### config.mk
export PLATFORM = sky130hd
export DESIGN_NAME = alu_share_ctrl
export DESIGN_NICKNAME = d
export VERILOG_FILES = /design/src/rtl/alu_pkg.sv /design/src/rtl/rr_arb2.sv /design/src/rtl/alu_share_ctrl.sv
export SDC_FILE = /design/constraint.sdc
export NUM_CORES = 1
export LEC_CHECK = 0
export ABC_AREA = 1
export CAP_MARGIN = 20
export CORE_AREA = 2 2 109 111
export DETAILED_ROUTE_END_ITERATION = 8
export DIE_AREA = 0 0 111 113
export DONT_BUFFER_PORTS = 1
export PLACE_DENSITY_LB_ADDON = 0.2
export RECOVER_POWER = 100
export SLEW_MARGIN = 20
export SYNTH_ARGS = -nofsm -noshare
export SYNTH_HDL_FRONTEND = slang
export SYNTH_SLANG_ARGS = --single-unit
### constraint.sdc
create_clock -name clk -period 1.4 [get_ports clk]
set_clock_uncertainty 0.15 [all_clocks]
set_input_delay 0.28 -clock clk [delete_from_list [all_inputs] [get_ports clk]]
set_output_delay 0.28 -clock clk [all_outputs]
set_load 0.1 [all_outputs]
### src/rtl/alu_pkg.sv
// Shared definitions for the ALU sharing controller: opcodes, flag bit positions, FSM states.
package alu_pkg;

  localparam logic [3:0] OP_AND = 4'd0;
  localparam logic [3:0] OP_OR  = 4'd1;
  localparam logic [3:0] OP_ADD = 4'd2;
  localparam logic [3:0] OP_SUB = 4'd6;
  localparam logic [3:0] OP_SLT = 4'd7;
  localparam logic [3:0] OP_NOR = 4'd12;

  // bit positions inside rsp_zcv
  localparam int Z = 2;
  localparam int C = 1;
  localparam int V = 0;

  typedef enum logic [1:0] {
    ST_IDLE = 2'd0,
    ST_WAIT = 2'd1,
    ST_RESP = 2'd2
  } state_e;

  function automatic logic op_legal(input logic [3:0] op);
    return (op == OP_AND) || (op == OP_OR) || (op == OP_ADD) ||
           (op == OP_SUB) || (op == OP_SLT) || (op == OP_NOR);
  endfunction

endpackage

### src/rtl/rr_arb2.sv
// Two-input round-robin arbiter; last_grant only moves when the grant is actually taken.
module rr_arb2 (
  input  logic clk,
  input  logic rst_n,
  input  logic req0,
  input  logic req1,
  input  logic upd,
  output logic gnt_id,
  output logic gnt_any
);

  logic last_grant;

  // on contention the side that did not win last time gets it
  assign gnt_id  = (req0 && req1) ? ~last_grant : req1;
  assign gnt_any = req0 | req1;

  always_ff @(posedge clk) begin
    if (!rst_n) begin
      last_grant <= 1'b1;
    end else if (upd) begin
      last_grant <= gnt_id;
    end
  end

endmodule

### src/rtl/alu_share_ctrl.sv
// Shares one ALU between two requesters; one op in flight, tagged response with backpressure.
// Build option ALU_SHARE_OPCHK_EN: reject unsupported opcodes with rsp_err instead of driving the ALU.
//
// state | meaning
// IDLE  | arbitrate, accept winner, load ALU inputs
// WAIT  | count down ALU latency, then capture result/flags
// RESP  | hold response until rsp_ready
module alu_share_ctrl #(
  parameter int ALU_LATENCY = 1,
  parameter int DW          = 32
) (
  input  logic          clk,
  input  logic          rst_n,
  input  logic          req0_valid,
  output logic          req0_ready,
  input  logic [DW-1:0] req0_src1,
  input  logic [DW-1:0] req0_src2,
  input  logic [3:0]    req0_op,
  input  logic          req1_valid,
  output logic          req1_ready,
  input  logic [DW-1:0] req1_src1,
  input  logic [DW-1:0] req1_src2,
  input  logic [3:0]    req1_op,
  output logic          rsp_valid,
  input  logic          rsp_ready,
  output logic          rsp_id,
  output logic [DW-1:0] rsp_result,
  output logic [2:0]    rsp_zcv,
  output logic          rsp_err,
  output logic [DW-1:0] alu_src1,
  output logic [DW-1:0] alu_src2,
  output logic [3:0]    alu_ctrl,
  input  logic [DW-1:0] alu_result,
  input  logic          alu_zero,
  input  logic          alu_cout,
  input  logic          alu_overflow
);
  import alu_pkg::*;

  localparam logic [2:0] CNT_INIT = 3'(ALU_LATENCY);

  state_e        state;
  logic [2:0]    cnt;
  logic          gnt_id;
  logic          gnt_any;
  logic          accept;
  logic          capture;
  logic          win_ok;
  logic          op_bad_q;
  logic [DW-1:0] win_src1;
  logic [DW-1:0] win_src2;
  logic [3:0]    win_op;

  rr_arb2 u_arb (
    .clk     (clk),
    .rst_n   (rst_n),
    .req0    (req0_valid),
    .req1    (req1_valid),
    .upd     (accept),
    .gnt_id  (gnt_id),
    .gnt_any (gnt_any)
  );

  assign accept     = (state == ST_IDLE) && gnt_any;
  assign capture    = (state == ST_WAIT) && (cnt == 3'd0);
  assign req0_ready = accept && !gnt_id;
  assign req1_ready = accept && gnt_id;

  assign win_src1 = gnt_id ? req1_src1 : req0_src1;
  assign win_src2 = gnt_id ? req1_src2 : req0_src2;
  assign win_op   = gnt_id ? req1_op   : req0_op;

`ifdef ALU_SHARE_OPCHK_EN
  assign win_ok = op_legal(win_op);

  always_ff @(posedge clk) begin
    if (!rst_n) begin
      op_bad_q <= 1'b0;
      rsp_err  <= 1'b0;
    end else begin
      if (accept) op_bad_q <= !win_ok;
      if (capture) rsp_err <= op_bad_q;
    end
  end
`else
  assign win_ok   = 1'b1;
  assign op_bad_q = 1'b0;
  assign rsp_err  = 1'b0;
`endif

  always_ff @(posedge clk) begin
    if (!rst_n) begin
      state      <= ST_IDLE;
      cnt        <= 3'd0;
      rsp_valid  <= 1'b0;
      rsp_id     <= 1'b0;
      rsp_result <= '0;
      rsp_zcv    <= 3'b000;
      alu_src1   <= '0;
      alu_src2   <= '0;
      alu_ctrl   <= 4'd0;
    end else begin
      case (state)
        ST_IDLE: begin
          if (accept) begin
            rsp_id <= gnt_id;
            state  <= ST_WAIT;
            // a rejected op skips the ALU and responds on the next edge
            if (win_ok) begin
              alu_src1 <= win_src1;
              alu_src2 <= win_src2;
              alu_ctrl <= win_op;
              cnt      <= CNT_INIT;
            end else begin
              cnt <= 3'd0;
            end
          end
        end
        ST_WAIT: begin
          if (cnt != 3'd0) begin
            cnt <= cnt - 3'd1;
          end else begin
            rsp_valid  <= 1'b1;
            rsp_result <= op_bad_q ? '0 : alu_result;
            rsp_zcv[Z] <= !op_bad_q && alu_zero;
            rsp_zcv[C] <= !op_bad_q && alu_cout;
            rsp_zcv[V] <= !op_bad_q && alu_overflow;
            state      <= ST_RESP;
          end
        end
        ST_RESP: begin
          if (rsp_ready) begin
            rsp_valid <= 1'b0;
            state     <= ST_IDLE;
          end
        end
        default: state <= ST_IDLE;
      endcase
    end
  end

endmodule

# [Word-level counts from Yosys, hierarchy flattened]
# Index checks and enable logic that the tools add are counted.
[word_totals] romBits=0 reg_bits=111 n_memories=0 wordCells=48 latchBits=0 mem_bits_rw=0
[op_classes] eq_ne=6 bitwise_logic=3 add_sub_neg=1 n_reduce_logical=14 magnitude_cmp=0 muxes=14 n_shift=0 mul=0 n_div=0
[ops] op="two-way mux 32 bit" n=2
[ops] op="AND reduction 3 bit" n=3
[ops] op="two-way mux 2 bit" n=3
[ops] op="two-way mux 3 bit" n=2
[ops] op="inequality test 2 bit (second input constant)" n=3
[ops] op="case mux 2 bit (3 select lines)" n=1
[ops] op="case mux 3 bit (2 select lines)" n=1
[ops] op="logical AND 1 bit" n=4
[ops] op="two-way mux 4 bit" n=1
[ops] op="AND reduction 2 bit" n=2
[ops] op="nonzero test 2 bit" n=2
[ops] op="two-way mux 1 bit" n=3
[ops] op="nonzero test 3 bit" n=1
[ops] op="subtractor 3 x 1 -> 3 bit (second input constant)" n=1
[ops] op="== test 2 x 1 -> 1 bit (second input constant)" n=1
[ops] op="== test 2 bit (second input constant)" n=1
[ops] op="logical NOT 2 bit" n=1
[ops] op="inequality test 2 x 1 -> 1 bit (second input constant)" n=1
[ops] op="inverter 1 bit" n=2
[ops] op="case mux 1 bit (2 select lines)" n=1
[ops] op="logical NOT 1 bit" n=1
[ops] op="bitwise OR 1 bit" n=1

# [Longest topological paths before layout]
[logic_depth] depth_word=4 depth_mapped=9 depth_no_buf=8

# [By module]
# Synthesis repeated with hierarchy kept, for this count alone.
[hier_totals] hier_cells=723 hier_area_um2=4783.3
[modules_own_cells] mod="alu_share_ctrl" cells_each=714 area_each_um2=4724.5 instances=1
[modules_own_cells] mod="rr_arb2" cells_each=9 area_each_um2=58.8 instances=1

# [Least setup slack after synthesis]
# OpenSTA, ideal clock, no wires.
[synth_timing] kind="input -> output" from="input port req1_valid" to="output port req0_ready" required_time_ns=0.970 path_buffers=2 setup_slack_ns=-0.250 stages=5 arrival_ns=1.220 path_cell_list="buf_2 nand2_2 inv_2 nor2_1 buf_2"
[synth_between] elab_chain_len=4 word_cells_on_any_way=6 classes_between="1 x mux; 1 x bitwise; 4 x reduce/logical"
[synth_lines] item="start, declared" line="alu_share_ctrl.sv:19" rtl="input logic req1_valid,"
[synth_lines] item="logical AND 1 bit" line="rr_arb2.sv:15" rtl="assign gnt_id = (req0 && req1) ? ~last_grant : req1;"
[synth_lines] item="two-way mux 1 bit" line="rr_arb2.sv:15"
[synth_lines] item="logical NOT 1 bit" line="alu_share_ctrl.sv:66" rtl="assign req0_ready = accept && !gnt_id;"
[synth_lines] item="logical AND 1 bit *" line="alu_share_ctrl.sv:66"
[synth_lines] item="end, declared" line="alu_share_ctrl.sv:15" rtl="output logic req0_ready,"
# Every way passes the cells marked *; elsewhere a longest branch is shown, timed or not.

# [Worst setup path after layout]
[layout_timing] from="register u_arb.last_grant" to="output port req0_ready"
[layout_between] elab_chain_len=4
[layout_lines] item="start, declared" line="rr_arb2.sv:12" rtl="logic last_grant;"
[layout_lines] item="start signal, assigned" line="rr_arb2.sv:22" rtl="last_grant <= gnt_id;"
[layout_lines] item="inverter 1 bit" line="rr_arb2.sv:15"
[layout_lines] item="two-way mux 1 bit" line="rr_arb2.sv:15"
[layout_lines] item="logical NOT 1 bit" line="alu_share_ctrl.sv:66"
[layout_lines] item="logical AND 1 bit" line="alu_share_ctrl.sv:66"
# Every way passes these cells.

==> flow_summary.json <==
{
  "outcome": "finished with violations",
  "violations": "hold timing, setup timing",
  "clkLatencyLatePin_ns": 0.33,
  "syn_area_um2": 4980,
  "layout-drive-gt1-share_pct": 27.0,
  "hold-worst-slack_ns": -0.0783,
  "start_kind": "register",
  "die_area_um2": 12500,
  "final-setup-viol-count": 71,
  "gr-usage-all-layers_pct": 27.9,
  "grt_max_degree": 68,
  "critPathSlowestCell": "dfxtp_2",
  "core_area_um2": 11300,
  "fin_cells": 1040,
  "ys_seq_elements": 111,
  "rows": 39,
  "rrSetupSlack_ns": -0.25,
  "required_ns": 0.97,
  "hold_viol": 27,
  "dpl.cell_count": 948,
  "cp_top_family": "flip-flops",
  "cp.arrival_ns": 1.22,
  "postPlaceCellArea_um2": 7300,
  "path_class": "reg2out",
  "root_buffer": "clkbuf_16",
  "pre_cts_ws_ns": -0.0727,
  "grt_setup_unrepaired": "true",
  "drtIter0Drc": 439,
  "start_util_pct": 44.2,
  "dieWidth_um": 111,
  "yosysWarnings": 0,
  "peakVddDrop_mv": 0.848,
  "crit_buf_inv": 2,
  "place_hpwl_um": 11000,
  "first_global_vias": 5784,
  "finalWeightedCongestion": 0.843,
  "yosysSeqAreaShare_pct": 44.6,
  "area_delta_synth_final_pct": 77.6,
  "hold_depth": 2,
  "synth_fp_nets": 911,
  "grt_pass1_wl_um": 28600,
  "min_from": "rst_n",
  "cts_tree": "yes",
  "finalWorstSetupSlack_ns": -0.252,
  "holdPathEnd": "rsp_id",
  "routedWlPerCell_um": 18.5,
  "clock_sinks": 111,
  "die_y_um": 113,
  "cts_buffers": 9,
  "end_kind": "output pin",
  "critPathMaxStageDelay_ns": 0.36,
  "p_per_area_nw_per_um2": 1470,
  "ant_nets": 0,
  "nets": 1070,
  "fmax_mhz": 605,
  "cts_max_level": 3,
  "cp_max_fo": 7,
  "cpMostUsedCell": "nand2_4",
  "r2r-start": "state[1]",
  "ios": 284,
  "final_area_um2": 8840,
  "viasPerCell": 5.56,
  "drv_cap": 0,
  "drt_first_pass_iters": 5,
  "r2r-end": "rsp_result[17]",
  "antenna_found_initial": 0,
  "post-route-min-period_ns": 1.65,
  "setup.worst_path.start": "u_arb.last_grant",
  "postSynthCellCount": 733,
  "grt_overflow": 0,
  "drt-total-wl_um": 19300,
  "clockBufferDepth": 2,
  "path_cells": "nand2_4, nand2_4, inv_4, nor2_4, buf_12",
  "clk_pin_slew_ns": 0.07,
  "vias": 5786,
  "p_leak_nw": 3.83,
  "r2r_cells": 7,
  "slew_violations": 0,
  "fin_crit_sh_pct": 118,
  "portBuffers": 0,
  "min_path_type": "in2reg",
  "drc": 0,
  "synth_cell_types": 21,
  "syn_area_per_cell_um2": 6.79
}
-- Yosys cell counts, drive strengths merged --
master / instances / area (µm²)
dfxtp: 111 / 2220
nand3: 144 / 721
buf: 47 / 255
clkbuf: 10 / 37.5
inv: 31 / 116
nand2: 292 / 1110
a21oi: 83 / 415
conb: 1 / 3.75
nor2: 8 / 42.5
o21ai: 2 / 10.0
nand3b: 2 / 15.0
ha: 2 / 25.0
-- state kept, by name, summed over array words and instances, names as in the netlist, 2 cells and up --
signal and flops:
alu_ctrl 4, rsp_result 32, rsp_zcv 3, alu_src1 32, alu_src2 32, cnt 3
state 2
-- where the power goes --
group | total [W] | internal (W) | switching [W]
Sequential | 0.00384 | 0.00352 | 0.000324
Clock | 0.00276 | 0.00161 | 0.00114
Combinational | 0.00640 | 0.00237 | 0.00403
Total | 0.0130 | 0.00750 | 0.00550
-- cells by family (layout without fill, tap and decap cells) --
family / count (synthesis) / in the layout / synth area share (%)
compound gates: 85 / 85 / 8.55
fa+ha+maj: 2 / 2 / 0.503
buf+inv: 88 / 251 / 8.22
flops: 111 / 111 / 44.6
other cells: 1 / 2 / 0.0753
simple gates: 446 / 446 / 38.0
-- placed cells by master, fill, tap and decap left out --
| master | instances |
|---|---|
| buf_4 | 16 |
| clkbuf_16 | 12 |
| clkinv_2 | 1 |
| nor2_4 | 5 |
| clkbuf_2 | 1 |
| ha_2 | 1 |
| nor2_2 | 1 |
| inv_4 | 1 |
| nand2_2 | 18 |
| nand3b_1 | 2 |
| inv_6 | 2 |
| a21oi_2 | 28 |
| inv_1 | 24 |
| conb_1 | 1 |
| buf_12 | 120 |
| nand2_8 | 1 |
| diode_2 | 1 |
| bufbuf_16 | 2 |
| clkbuf_8 | 1 |
| dlygate4sd3_1 | 55 |
| o21ai_0 | 1 |
| dfxtp_1 | 105 |
| nor2_1 | 2 |
| nand2_4 | 5 |
| ha_1 | 1 |
| nand3_1 | 139 |
| clkinv_4 | 2 |
| dfxtp_2 | 6 |
| nand2_1 | 268 |
| a21oi_1 | 55 |
| buf_6 | 3 |
| bufinv_16 | 2 |
| inv_2 | 4 |
| o21ai_1 | 1 |
| buf_16 | 5 |
| nand3_2 | 5 |
-- worst max-delay path by stage --
stage | to | depth (start not counted) | slack (ns)
after floorplan | req0_ready | 5 | -0.01
after detailed placement | alu_src2[12] | 5 | -0.07
after global placement | u_arb.last_grant | 5 | -0.002
after global routing | req0_ready | 5 | -0.32
final | req0_ready | 5 | -0.25
after CTS | req1_ready | 4 | -0.28
-- per-layer routing --
metal / vias up / part of all wire (%) / GRT usage, %
met3: 75 / 8.4 / 6.70
met4: 0 / 4.7 / 13.6
li1: 2682 / - / -
met2: 330 / 51 / 49.9
met1: 2699 / 36 / 31.3
met5: - / 0 / 0
-- area by class of cell --
cell class	count	area, µm²
Timing Repair Buffer	205	3390
Multi-Input combinational cell	534	2590
Fill cell	704	2430
Sequential cell	111	2230
Clock buffer	10	239
Tap cell	143	179
Inverter	31	129
Clock inverter	5	82.6
Antenna cell	1	2.50
-- through the flow --
stage                      TNS, ns  power [W]  hold WS (ns)  util, %
after floorplan            -0.0119    0.00745         0.271        -
after global placement    -0.00159    0.00934         0.248     64.8
after detailed placement     -1.41    0.00943         0.254     64.8
after CTS                    -2.84     0.0127       -0.0983     75.3
after global routing        -14.74     0.0135       -0.0777     78.4
final                        -8.72     0.0130       -0.0783     78.4
-- what timing repair did --
action | CTS | global route
gates resized for setup | 30 | 56
hold buffers | 53 | 2
buffers inserted | 5 | 7
cloned | 7 | 4
endpoints found under the hold margin | 64 | 28
setup endpoints to repair | 49 | 102
pin swaps | 8 | 10
-- worst register-to-register path: stages, from the launching register on --
cell,delay [ns]
dfxtp_2,0.34
buf_6,0.12
nor2_4,0.08
clkbuf_2,0.23
buf_12,0.14
buf_12,0.14
nand3_1,0.16
a21oi_2,0.21
(Power assumes the default switching activity.)
